File: config.mk
export PLATFORM = sky130hd
export DESIGN_NAME = reversi_accel_eval_accum
export DESIGN_NICKNAME = d
export VERILOG_FILES = /design/src/rtl/reversi_accel_eval_pkg.sv /design/src/rtl/reversi_accel_eval_tagdly.sv /design/src/rtl/reversi_accel_eval_accum.sv
export SDC_FILE = /design/constraint.sdc
export NUM_CORES = 1
export LEC_CHECK = 0
export CORE_UTILIZATION = 29
export DETAILED_ROUTE_END_ITERATION = 10
export GPL_TIMING_DRIVEN = 0
export HOLD_SLACK_MARGIN = 0.03
export PLACE_DENSITY = 0.55
export SYNTH_ARGS = -nofsm -noshare
export SYNTH_HDL_FRONTEND = slang
export SYNTH_SLANG_ARGS = --single-unit
File: constraint.sdc
create_clock -name clk -period 3.4 [get_ports clk]
set_input_delay 0.68 -clock clk [delete_from_list [all_inputs] [get_ports clk]]
set_output_delay 0.68 -clock clk [all_outputs]
set_load 0.02 [all_outputs]
File: src/rtl/reversi_accel_eval_pkg.sv
// Shared widths, tag/state types and the signed clamp helper for the
// board-evaluation accumulator.
package reversi_accel_eval_pkg;

   localparam int unsigned EVAL_MUL_LAT    = 3;
   localparam int unsigned EVAL_PROD_W     = 28;
   localparam int unsigned EVAL_ACC_W      = 32;
   localparam int unsigned EVAL_OUT_W      = 16;
   localparam int unsigned EVAL_FRAC_SHIFT = 4;
   localparam int unsigned SAT_W           = 64;

   typedef struct packed {
      logic valid;
      logic first;
      logic last;
   } eval_tag_t;

   typedef enum logic {
      ACC  = 1'b0,
      HOLD = 1'b1
   } eval_state_t;

   typedef struct packed {
      logic                    sat;
      logic signed [SAT_W-1:0] val;
   } sat_res_t;

   // Clamp a wide signed value into a w-bit signed range; sat flags a clamp.
   function automatic sat_res_t sat_signed(input logic signed [SAT_W-1:0] x,
                                           input int unsigned w);
      logic signed [SAT_W-1:0] one;
      logic signed [SAT_W-1:0] max_v;
      logic signed [SAT_W-1:0] min_v;
      sat_res_t                r;
      one   = SAT_W'(1);
      max_v = (one <<< (w - 1)) - one;
      min_v = -max_v - one;
      r.sat = 1'b0;
      r.val = x;
      if (x > max_v) begin
         r.sat = 1'b1;
         r.val = max_v;
      end else if (x < min_v) begin
         r.sat = 1'b1;
         r.val = min_v;
      end
      return r;
   endfunction

endpackage

File: src/rtl/reversi_accel_eval_tagdly.sv
// Enable-gated delay line keeping per-term tags aligned with the
// multiplier pipeline.
module reversi_accel_eval_tagdly
   import reversi_accel_eval_pkg::*;
#(
   parameter int unsigned DEPTH = EVAL_MUL_LAT
) (
   input  logic      clk,
   input  logic      reset,
   input  logic      ce,
   input  eval_tag_t din,
   output eval_tag_t dout
);

   eval_tag_t line [DEPTH];

   always_ff @(posedge clk) begin
      if (reset) begin
         for (int i = 0; i < int'(DEPTH); i++) line[i] <= '0;
      end else if (ce) begin
         line[0] <= din;
         for (int i = 1; i < int'(DEPTH); i++) line[i] <= line[i-1];
      end
   end

   assign dout = line[DEPTH-1];

endmodule

File: src/rtl/reversi_accel_eval_accum.sv
// Saturating per-position accumulator behind the eval multiplier; emits a
// scaled score over valid/ready and stalls the multiply pipe on backpressure.
module reversi_accel_eval_accum
   import reversi_accel_eval_pkg::*;
#(
   parameter int unsigned MUL_LAT    = EVAL_MUL_LAT,
   parameter int unsigned PROD_W     = EVAL_PROD_W,
   parameter int unsigned ACC_W      = EVAL_ACC_W,
   parameter int unsigned FRAC_SHIFT = EVAL_FRAC_SHIFT,
   parameter int unsigned OUT_W      = EVAL_OUT_W
) (
   input  logic              clk,
   input  logic              reset,
   input  logic              in_valid,
   input  logic              in_first,
   input  logic              in_last,
   output logic              mul_ce,
   input  logic [PROD_W-1:0] mul_dout,
   output logic [OUT_W-1:0]  score,
   output logic              score_sat,
   output logic              score_valid,
   input  logic              score_ready
);

   eval_tag_t               tag_in;
   eval_tag_t               tag_out;
   eval_state_t             state;
   logic signed [ACC_W-1:0] acc;
   logic signed [ACC_W-1:0] base;
   logic signed [ACC_W-1:0] acc_nxt;
   logic signed [ACC_W-1:0] shifted;
   logic signed [ACC_W:0]   p_ext;
   logic signed [ACC_W:0]   sum;
   sat_res_t                acc_clamp;
   sat_res_t                out_clamp;
   logic [OUT_W-1:0]        score_nxt;
   logic                    sat_flag;
   logic                    last_done;
   logic                    restart;
   logic                    flag_nxt;
   logic                    score_sat_nxt;
   logic                    acc_en;
   logic                    take_last;

   assign mul_ce    = ~score_valid | score_ready;
   assign tag_in    = '{valid: in_valid, first: in_valid & in_first, last: in_valid & in_last};
   assign acc_en    = mul_ce & tag_out.valid;
   assign take_last = acc_en & tag_out.last;

   reversi_accel_eval_tagdly #(.DEPTH(MUL_LAT)) u_tagdly (
      .clk   (clk),
      .reset (reset),
      .ce    (mul_ce),
      .din   (tag_in),
      .dout  (tag_out)
   );

   // A new position starts from zero on an explicit first or after a completed one.
   always_comb begin
      restart       = tag_out.first | last_done;
      base          = restart ? '0 : acc;
      p_ext         = (ACC_W+1)'($signed(mul_dout));
      sum           = {base[ACC_W-1], base} + p_ext;
      acc_clamp     = sat_signed(SAT_W'(sum), ACC_W);
      acc_nxt       = ACC_W'(acc_clamp.val);
      shifted       = acc_nxt >>> FRAC_SHIFT;
      out_clamp     = sat_signed(SAT_W'(shifted), OUT_W);
      score_nxt     = OUT_W'(out_clamp.val);
      flag_nxt      = (restart ? 1'b0 : sat_flag) | acc_clamp.sat;
      score_sat_nxt = flag_nxt | out_clamp.sat;
   end

   always_ff @(posedge clk) begin
      if (reset) begin
         state       <= ACC;
         acc         <= '0;
         sat_flag    <= 1'b0;
         last_done   <= 1'b0;
         score       <= '0;
         score_sat   <= 1'b0;
         score_valid <= 1'b0;
      end else begin
         if (acc_en) begin
            acc       <= acc_nxt;
            sat_flag  <= flag_nxt;
            last_done <= tag_out.last;
         end
         case (state)
            ACC: begin
               if (take_last) begin
                  state       <= HOLD;
                  score_valid <= 1'b1;
                  score       <= score_nxt;
                  score_sat   <= score_sat_nxt;
               end
            end
            HOLD: begin
               // Handshake completes this edge; a coincident last reloads in place.
               if (score_ready) begin
                  if (take_last) begin
                     score     <= score_nxt;
                     score_sat <= score_sat_nxt;
                  end else begin
                     state       <= ACC;
                     score_valid <= 1'b0;
                  end
               end
            end
            default: state <= ACC;
         endcase
      end
   end

endmodule

==> metrics.txt <==
CTS Hold Bufs 0; clk_skew 5.773 ps; global-route wire length before repair 27700 µm; Yosys cell types 74; Core ar. 0.01652 mm²; Tcrit/Tclk final 1.177; Synth Warn # 0; min-delay src score[10]; hold slack 452.9 ps; post-DP HPWL 12560 µm; Worst Setup Start Kind flip-flop; P_leak 0.003066 µW; row count 47; vias per inst 5.560; most used cell along the critical path nand4_1; R2R cell count 17; status complete, but fails checks; cell with the most instances after synthesis nor2_1; Fin. Hold Viols 0; EDFF count, synth 9; leading post-synthesis cells by cell area dfxtp_1 (22%), ha_1 (8.2%), and2_1 (5.6%); Cell Chain, Critical Path nor2_4 -> buf_12 -> buf_8 -> and2_1 -> ha_2 -> nand4_1 -> buf_4 -> nor4_4 -> a32oi_4 -> and3_4 -> a311oi_4 -> o311a_1 -> nand4_1 -> o31a_1 -> nand2b_4 -> buf_6 -> o211ai_1; GPL Wtd Cong 0.9014; Tmin final 4002 ps; WS Path Type reg -> reg; global route hottest layer met2; DRC Markers 0; CP required 3640 ps; Synthesized Nets 685; DR iter-0 viols 347; initial core utilization 0.2968; Fmax 249.9 MHz; normalized max-slew margin 0.4252; asr flop ratio synth 0; worst-margin pin slew 862.2 ps; ant diodes 0; count of pins over their slew limit 0; Die Area 0.01744 mm²; share of the yosys chip area belonging to registers 0.2714; CP max stage cell ha_2; antenna violations before repair 0; WP data arrival 4250 ps; Routed WL 19350 µm; flops & latches, synth 62; Sink Count 62; placed inst area 0.005733 mm²; failing checks negative setup slack; met2 usage 0.3430; Gate Count Post-Synth 618; Yosys top cell area share 0.2163; RR Startpoint u_tagdly.line[0][7]; R2R Path End score[6]; CTS clk-pin slew, worst paths 50 ps; Hold Path End score[10]; Die H 132.1 µm; clock root buffer clkbuf_16; CTS H-Tree Depth 3; Synth-to-Final Area Change 64.97%; Crit Path Max Fanout 6; most frequent cells after synthesis nor2_1 (67), nand2_1 (60), dfxtp_1 (53); Die X 132.1 µm; layout cell share with drive strength beyond 1 0.3914; GR Layer Usage met1 0.2600; CTS tree built; met3 Track Usage GR 0.02614; Max IR drop VDD 298.3 µV; CP delay by family, top simple AND/OR/NAND/NOR gates; Top FF cell, synth dfxtp_1; Crit path buffers/inverters 4; r2r setup slk -600 ps; Syn Area/Cell 7.936 µm²; Longest Clk Path Bufs 2; Worst-Skew Late Latency 330 ps; Final Worst Setup Slack -602.0 ps; vias in the first global route 5229; drt wl/cell 19.66 µm; dominant cell type by area after synthesis dfxtp_1; synthesized cell area 0.004905 mm²; max incr delay on CP 410 ps; Hold/Removal Path Class reg -> reg; remaining global-route overflow 0; routed vias 5471; Routed Antenna Nets 0; Fill cells 1468; power per cell area 299.9 mW/mm²; Min-Delay Path Depth 2; Max Cap Viol 0; DRT Pass-1 Iters 5; post-route cell area 0.008092 mm²; pin count of the biggest net entering global routing 11; cts bufs inserted 9; CP Capture Type flip-flop; nets@finish 827; I/O pin total 53; GRT Total Usage 0.2013; RSZ-0062 raised after global routing yes; Setup violations, final 47; port bufs 51
layout by cell type, fill, tap and decap left out, drive strengths merged, types with 3 or more instances in the layout:
cell type	count
buf	97
nor2	68
nand2	61
a21oi	54
dfxtp	53
clkdlybuf4s50	50
and2	45
o21ai	38
ha	32
clkbuf	31
o211ai	22
a211oi	21
nor3	18
a311oi	15
inv	11
xnor2	11
nand4	9
edfxtp	9
nand2b	9
a21o	9
and3	9
nor4	9
o21a	7
xor2	7
nand3	6
nor2b	5
and4	5
o31a	4
a31oi	4
or2	3
or3	3
o31ai	3
mux2	3
a2111oi	3
logic make-up after synthesis:
logic type               share of synthesized area
AND/OR/NAND/NOR                             0.2650
buffers and inverters                      0.04133
AO/OA/AOI/OAI                               0.2946
adder cells (fa/ha/maj)                    0.08571
multiplexers                              0.009693
XOR/XNOR                                   0.03214
flip-flops                                  0.2714
flip-flops by register name, summed over array words and instances, names as in the netlist:
signal	flops
sat_flag	1
u_tagdly.line	9
state	1
acc	32
score	16
last_done	1
score_sat	1
score_valid	1
layout make-up:
type / count / area, µm² / share of cell area
tap: 220 / 275.3 / 0.03402
sequential: 62 / 1333 / 0.1647
clock buffer: 14 / 274.0 / 0.03386
timing repair buffer: 132 / 1320 / 0.1631
inverter: 11 / 41.29 / 0.005103
multi-input combinational: 511 / 4569 / 0.5647
buffer: 33 / 274.0 / 0.03386
clock inverter: 1 / 5.005 / 0.0006185
worst reg2reg max path, cell delays in order (launching register included):
cell and delay (ps):
edfxtp_1 400, nor2_4 80, buf_12 140, buf_8 120, and2_1 160, ha_2 410, nand4_1 230, buf_4 220
nor4_4 190, a32oi_4 130, and3_4 250, a311oi_4 290, o311a_1 260, nand4_1 140, o31a_1 350, nand2b_4 210
buf_6 170, o211ai_1 170
worst max-delay path by stage:
stage,startpoint,cells after the start,slack (ps),endpoint
floorplan,u_tagdly.line[0][7],16,1,score[1]
global route,u_tagdly.line[0][7],16,-710,score[7]
detailed placement,mul_dout[0],13,-1230,acc[2]
finish,u_tagdly.line[0][7],17,-600,score[6]
CTS,u_tagdly.line[0][7],17,-440,score[6]
global placement,mul_dout[0],13,-1170,acc[2]
repair_timing:
| item | CTS | global route |
|---|---|---|
| endpoints found under the setup margin | 48 | 48 |
| gates cloned | 4 | 4 |
| setup buffers | 32 | 43 |
| pin swaps | 40 | 70 |
| gates resized for setup | 123 | 179 |
per-layer routing:
metal / vias up / routed length (µm)
li1: 2580 / -
met1: 2673 / 8422
met2: 173 / 9478
met3: 45 / 883
met4: 0 / 561
met5: - / 0
per-stage QoR:
stage               total power, µW    util  instances  setup TNS, ps  setup WS [ps]
finish                         2427  0.4897        984         -19990         -602.0
global route                   2509  0.4897        984         -25750         -707.1
CTS                            2243  0.4147        938         -15110         -442.2
detailed placement             1264  0.3469        889         -49140          -1235
global placement               1260  0.3469        889         -46930          -1173
floorplan                      1114       -        618              0          1.146
where the power goes:
| group | leakage, µW | internal (µW) | switching [µW] | total, µW |
|---|---|---|---|---|
| logic | 0.00239 | 360 | 436 | 797 |
| registers | 0.000538 | 761 | 8.58 | 770 |
| clock network | 0.000139 | 548 | 313 | 860 |
No activity file was read; power rests on OpenSTA's default activity.
